[src/rtl/sr_latch_seq.sv]
// Round-robin sequencer driving a bank of NAND SR latches with fixed-width active-low
// pulses, one channel at a time, then verifying the latch Q against the command.
module sr_latch_seq #(
  parameter int unsigned N_CH    = 4,
  parameter int unsigned PULSE_W = 3,
  parameter int unsigned GAP_W   = 1,
  localparam int unsigned CW     = (N_CH > 1) ? $clog2(N_CH) : 1
) (
  input  logic            clk,
  input  logic            rst,
  input  logic [N_CH-1:0] set_req,
  input  logic [N_CH-1:0] clr_req,
  input  logic [N_CH-1:0] q_fb,
  output logic [N_CH-1:0] Sbar,
  output logic [N_CH-1:0] Rbar,
  output logic            busy,
  output logic [CW-1:0]   grant_ch,
  output logic            done,
  output logic            err_mismatch,
  output logic            err_conflict
);

  localparam int unsigned CNTW = 8;

  typedef enum logic [1:0] {IDLE, PULSE, GAP, CHECK} state_t;

  state_t            state_q, state_d;
  logic [CNTW-1:0]   cnt_q, cnt_d;
  logic              cmd_q, cmd_d;
  logic [CW-1:0]     rr_q, rr_d;
  logic [N_CH-1:0]   pend_set_q, pend_set_d;
  logic [N_CH-1:0]   pend_clr_q, pend_clr_d;
  logic [N_CH-1:0]   sbar_d, rbar_d;
  logic [CW-1:0]     grant_d;
  logic              busy_d, done_d, errm_d, errc_d;

  logic [N_CH-1:0]   pending;
  logic              found;
  logic [CW-1:0]     pick;
  logic [CW-1:0]     cand;
  int unsigned       idx;

  assign pending = pend_set_q | pend_clr_q;

  // First pending channel at or after the round-robin pointer, wrapping.
  always_comb begin
    found = 1'b0;
    pick  = '0;
    cand  = '0;
    idx   = 0;
    for (int unsigned k = 0; k < N_CH; k++) begin
      idx = 32'(rr_q) + k;
      if (idx >= N_CH) idx = idx - N_CH;
      cand = CW'(idx);
      if (!found && pending[cand]) begin
        found = 1'b1;
        pick  = cand;
      end
    end
  end

  always_comb begin
    state_d    = state_q;
    cnt_d      = cnt_q;
    cmd_d      = cmd_q;
    rr_d       = rr_q;
    grant_d    = grant_ch;
    pend_set_d = pend_set_q;
    pend_clr_d = pend_clr_q;
    sbar_d     = '1;
    rbar_d     = '1;
    done_d     = 1'b0;
    errm_d     = 1'b0;
    errc_d     = |(set_req & clr_req);

    case (state_q)
      IDLE: begin
        if (found) begin
          grant_d          = pick;
          cmd_d            = pend_set_q[pick];
          pend_set_d[pick] = 1'b0;
          pend_clr_d[pick] = 1'b0;
          rr_d             = (pick == CW'(N_CH - 1)) ? '0 : pick + CW'(1);
          cnt_d            = CNTW'(PULSE_W - 1);
          if (pend_set_q[pick]) sbar_d[pick] = 1'b0;
          else                  rbar_d[pick] = 1'b0;
          state_d          = PULSE;
        end
      end
      PULSE: begin
        if (cnt_q == '0) begin
          cnt_d   = CNTW'(GAP_W - 1);
          state_d = GAP;
        end else begin
          cnt_d  = cnt_q - CNTW'(1);
          sbar_d = Sbar;
          rbar_d = Rbar;
        end
      end
      GAP: begin
        if (cnt_q == '0) begin
          done_d  = 1'b1;
          errm_d  = (q_fb[grant_ch] != cmd_q);
          state_d = CHECK;
        end else begin
          cnt_d = cnt_q - CNTW'(1);
        end
      end
      CHECK: state_d = IDLE;
      default: state_d = IDLE;
    endcase

    // New requests override the grant-time clear, so a re-request of the
    // channel in service is kept for a later turn.
    for (int unsigned i = 0; i < N_CH; i++) begin
      if (set_req[i] && clr_req[i]) begin
        pend_set_d[i] = 1'b0;
        pend_clr_d[i] = 1'b0;
      end else if (set_req[i]) begin
        pend_set_d[i] = 1'b1;
        pend_clr_d[i] = 1'b0;
      end else if (clr_req[i]) begin
        pend_set_d[i] = 1'b0;
        pend_clr_d[i] = 1'b1;
      end
    end

    busy_d = (state_d != IDLE);
  end

  always_ff @(posedge clk) begin
    if (rst) begin
      state_q      <= IDLE;
      cnt_q        <= '0;
      cmd_q        <= 1'b0;
      rr_q         <= '0;
      pend_set_q   <= '0;
      pend_clr_q   <= '0;
      Sbar         <= '1;
      Rbar         <= '1;
      busy         <= 1'b0;
      grant_ch     <= '0;
      done         <= 1'b0;
      err_mismatch <= 1'b0;
      err_conflict <= 1'b0;
    end else begin
      state_q      <= state_d;
      cnt_q        <= cnt_d;
      cmd_q        <= cmd_d;
      rr_q         <= rr_d;
      pend_set_q   <= pend_set_d;
      pend_clr_q   <= pend_clr_d;
      Sbar         <= sbar_d;
      Rbar         <= rbar_d;
      busy         <= busy_d;
      grant_ch     <= grant_d;
      done         <= done_d;
      err_mismatch <= errm_d;
      err_conflict <= errc_d;
    end
  end

endmodule

[config.mk]
export PLATFORM = sky130hd
export DESIGN_NAME = sr_latch_seq
export DESIGN_NICKNAME = d
export VERILOG_FILES = /design/src/rtl/sr_latch_seq.sv
export SDC_FILE = /design/constraint.sdc
export NUM_CORES = 1
export LEC_CHECK = 0
export CAP_MARGIN = 0
export CELL_PAD_IN_SITES_DETAIL_PLACEMENT = 1
export CELL_PAD_IN_SITES_GLOBAL_PLACEMENT = 1
export CORE_ASPECT_RATIO = 1.75
export CORE_UTILIZATION = 43
export DETAILED_ROUTE_END_ITERATION = 7
export PLACE_DENSITY = 0.95
export SLEW_MARGIN = 0
export SYNTH_ARGS = -nofsm -noshare
export SYNTH_HDL_FRONTEND = slang
export SYNTH_SLANG_ARGS = --single-unit
export TNS_END_PERCENT = 10
[constraint.sdc]
create_clock -name clk -period 3.2 [get_ports clk]
set_clock_uncertainty 0.15 [all_clocks]
set_input_delay 0.8 -clock clk [delete_from_list [all_inputs] [get_ports clk]]
set_output_delay 0.8 -clock clk [all_outputs]
set_load 0.02 [all_outputs]
---- After elaboration in Yosys (flattened, before gate mapping) ----
Index checks and enable logic that the tools add are counted.
operators by class
  $add $sub $neg .......................... 9
  magnitude comparators ................... 11
  equality and inequality tests ........... 8
  muxes and demuxes ....................... 59
  bitwise operators ....................... 7
  reductions and logical operators ........ 52
operator list
  operator             number
  $mux 4               9
  $reduce_bool 3->1    9
  $mux 1               24
  $mux 2               12
  $mux 8               3
  $pmux 8 s3           1
  $lt 2x3->1 const B   6
  $reduce_and 2->1     9
  $reduce_bool 2->1    9
  $pmux 4 s2           2
  $reduce_or 3->1      5
  $and 4x4->4          3
  $bmux 1 s2           6
  $reduce_or 2->1      5
  $ge 3x3->1 const B   3
  $logic_and 1x1->1    8
  $logic_not 8->1      1
  $pmux 2 s4           1
  $sub 2x1->2 const B  4
  $sub 8x1->8 const B  1
  $add 2x2->3 const B  2
  $eq 2x2->1 const B   3
  $ne 2x2->1 const B   3
  $not 4->4            1
  other kinds (13)     16
storage, ports and cells
  flip-flop bits (word level) ............. 35
  bits of input ports ..................... 14
  output and inout bits ................... 14
  word-level logic and storage cells ...... 165

---- Longest topological paths before layout ----
  depth in word-level cells ............... 24
  gate-level depth with buffers ........... 9
  depth with buffers taken out ............ 8

---- Least setup slack after synthesis ----
OpenSTA, ideal clock, no wires.
  path kind ............................... register to register
  start point ............................. reg state_q[0]
  end point ............................... reg cnt_q[4]
  setup time .............................. 0.070 ns
  arrival ................................. 1.643 ns
  required time ........................... 2.980 ns
  setup slack ............................. 1.337 ns
  cell stages (with the launch flop) ...... 8
  path buffers ............................ 1
  clock period less this slack ............ 1.863 ns
  cells stage by stage .................... dfxtp_1 -> inv_1 -> ha_1 -> buf_2 -> a31oi_4 -> nand3_1 -> or4_1 -> a21oi_1
on the way
  word-level cells in the longest chain between the ends .. 3
  elaborated cells on any way between the ends .. 8
  classes of those cells .................. 4 x eq/ne; 1 x mux; 3 x reduce/logical
ends and longest elaborated chain
  element                                                                  RTL line  source
  start, declared                                                          27        state_t state_q, state_d;
  start signal, assigned                                                   147       state_q <= state_d;
  $eq 2x2->1, or another cell as far along                                 76        case (state_q)
  $ne 2x2->1 (no source line) / $reduce_bool 3->1 (equally long branches)  -
  $reduce_and 3->1 (no source line)                                        -
  end signal, assigned                                                     148       cnt_q <= cnt_d;
  end, declared                                                            28        logic [CNTW-1:0] cnt_q, cnt_d;
Parallel ways exist; a longest one is shown, timed or not.
A chain may end at the register's enable or synchronous reset.

---- Final worst setup path ----
  start point ............................. reg state_q[0]
  end point ............................... reg grant_ch[0]
on the way
  word-level cells in the longest chain between the ends .. 2
ends and longest elaborated chain
  element                            RTL line  source
  $logic_not 2->1                    76
  $reduce_and 2->1 (no source line)  -
  end signal, assigned               156       grant_ch <= grant_d;
  end, declared                      17        output logic [CW-1:0] grant_ch,
No other way between the ends.

==> qor.csv <==
metric;value;unit
Starting Density;0.460;
Syn Area/Cell;9.16;um^2
Mapped Area;0.00181;mm^2
power per cell area;908;mW/mm^2
vias per cell;5.79;
Mapped Cells;198;
Die X;51.1;um
CTS Buffer Depth;2;
Nets;256;
Synth Register Bits;35;
first-pass GRT wire length;7710;um
# DRC;0;
Total Power;2.02;mW
largest net degree at the start of global routing;20;
post-layout min period;2.38;ns
initial antenna violation count;0;
layout cell share with drive strength beyond 1;0.0873;
Worst EP required;3.27;ns
Slew Limit Fails;0;
TritonCTS clock tree;built;
n_diodes;0;
final setup vio count;0;
Port Buf Inserts;27;
Layout Utilization;0.566;
worst-path maximum fanout;9;
crit end category;flip-flop;
final wirelength;4690;um
die height;87.9;um
outcome;completed;
Fmax;420;MHz
Num Clock Sinks;35;
Post-CTS Hold Buffers;0;
final period utilization;0.744;
Post-synth EDFFs;0;
CTS clk-pin slew, worst paths;0.07;ns
GP Congestion;0.876;
Max Cap Viol;0;
grt ovf;0;
kind of critical path;reg -> reg;
Worst-Margin Slew;0.592;ns
I/O pin cnt;28;
Num CTS Buffers;5;
Worst Path Arrival;2.45;ns
Main synth FF type;dfxtp_1;
crit start category;flip-flop;
vias after detailed routing;1604;
post-CTS sizing;0;
Leak;0.929;nW
final hold violations;0;
htree depth;2;
area of the die;0.00449;mm^2
DP HPWL;3510;um
setup bufs post-CTS;0;
max_slew headroom;0.605;
Tot GR Track Use;0.232;
DRT iter0 DRCs;33;
CORE AREA;0.00394;mm^2
WL/cell;16.9;um
vias in the first global route;1671;
Syn Nets;226;
Yosys cell types;48;
P&R area growth vs syn;23.0;%
RSZ-0062 raised after global routing;false;
Worst-Skew Late Latency;0.29;ns
sequential share of the synthesized area;0.386;
standard-cell row count;30;
Hold WC Path Type;reg -> reg;
Post-DRT Antenna Nets;0;
Setup TNS;0;ns
VDD IR max;0.442;mV
1st-pass router iterations;4;
Root Driver;clkbuf_8;
yosys warns;0;
async set-or-reset flop fraction in the synthesized netlist;0;
[report_power, final]
group	switching [mW]	internal, mW	total (mW)
Combinational	0.599	0.410	1.01
Clock	0.159	0.196	0.355
Sequential	0.114	0.545	0.660
[cells by family (layout without fill, tap and decap cells)]
| kind of cell | count (synthesis) | count (layout) | synth area share |
|---|---|---|---|
| adder cells (fa/ha/maj) | 14 | 14 | 0.0966 |
| multiplexers | 1 | 1 | 0.0124 |
| AND/OR/NAND/NOR | 69 | 69 | 0.210 |
| buffers and inverters | 21 | 52 | 0.0449 |
| XOR/XNOR | 7 | 7 | 0.0338 |
| AO/OA/AOI/OAI | 51 | 51 | 0.216 |
| flip-flops | 35 | 35 | 0.386 |
[sequential cells by signal, summed over array words and instances (netlist names)]
register and flops:
cnt_q 8, Rbar 4, err_mismatch 1, pend_clr_q 4
pend_set_q 4, Sbar 4, err_conflict 1, busy 1
rr_q 2, grant_ch 2, cmd_q 1, done 1
state_q 2
[metrics by stage]
| step | setup WS [ns] | area (um^2) | hold WS, ns | instances |
|---|---|---|---|---|
| floorplan | 1.34 | 1810 | 0.325 | 198 |
| global placement | 0.963 | 2130 | 0.282 | 269 |
| detailed placement | 0.887 | 2130 | 0.296 | 269 |
| CTS | 0.839 | 2230 | 0.306 | 277 |
| global route | 0.694 | 2230 | 0.327 | 277 |
| finish | 0.819 | 2230 | 0.302 | 277 |
[layer usage]
metal  global-route usage  vias to the layer above  share of wire
met1                0.238                      802           0.38
li1                     -                      776              -
met2                0.435                       17           0.58
met3               0.0434                        9          0.019
met5                    0                        -              0
met4                0.111                        0          0.020
[final timing paths]
check	from	to	slack, ns	cells past startpoint
setup / recovery	state_q[0]	grant_ch[0]	0.82	7
hold / removal	Rbar[0]	Rbar[0]	0.30	2
hold reg to reg	Rbar[0]	Rbar[0]	0.30	2
setup reg to reg	state_q[0]	grant_ch[0]	0.82	7
[layout make-up]
cell class / instances / area [um^2]
inverter: 16 / 60.1
clock buffer: 8 / 100
fill: 472 / 1710
sequential: 35 / 701
multi-input combinational: 142 / 1030
tap: 48 / 60.1
timing repair buffer: 28 / 278
[critical path, stage by stage (launching register included)]
cell and delay, ns:
dfxtp_1 0.35, inv_1 0.09, ha_1 0.41, inv_1 0.16, a21oi_1 0.42, o21ai_0 0.21, or3_1 0.38, a21oi_1 0.14
[layout by cell type, fill, tap and decap left out, types with 2 or more instances in the layout]
cell type,synthesis,routed
a21oi_1,16,16
dfxtp_1,35,35
nand3_1,3,3
or2_1,5,5
nor3_2,2,2
o22ai_1,2,2
clkbuf_8,0,7
nor2_1,13,13
xnor2_1,2,2
ha_1,14,14
and2_1,2,2
a22oi_1,2,2
xor2_1,5,5
o21a_1,2,2
nor3_1,14,14
a211oi_1,4,4
nand4_1,3,3
nor4_2,3,3
inv_1,16,16
clkdlybuf4s50_1,0,27
a21boi_1,3,3
nand2_1,14,14
o31ai_1,2,2
a32oi_1,8,8
[cell usage after synthesis (2+ instances only)]
library cell  count  share of area
buf_1             2         0.0041
xnor2_1           2         0.0097
nand4_1           3          0.010
a211oi_1          4          0.017
xor2_1            5          0.024
nor2_1           13          0.027
inv_1            16          0.033
a22oi_1           2         0.0083
nor3_2            2          0.011
nor4_2            3          0.021
nor3_1           14          0.039
buf_2             2         0.0055
o22ai_1           2         0.0069
ha_1             14          0.097
o31ai_1           2         0.0083
or2_1             5          0.017
nand2_1          14          0.029
nand3_1           3         0.0083
a21boi_1          3          0.012
and2_1            2         0.0069
o21a_1            2         0.0083
a32oi_1           8          0.039
a21oi_1          16          0.044
dfxtp_1          35           0.39
Note: power is estimated with default switching activity, not from simulation.
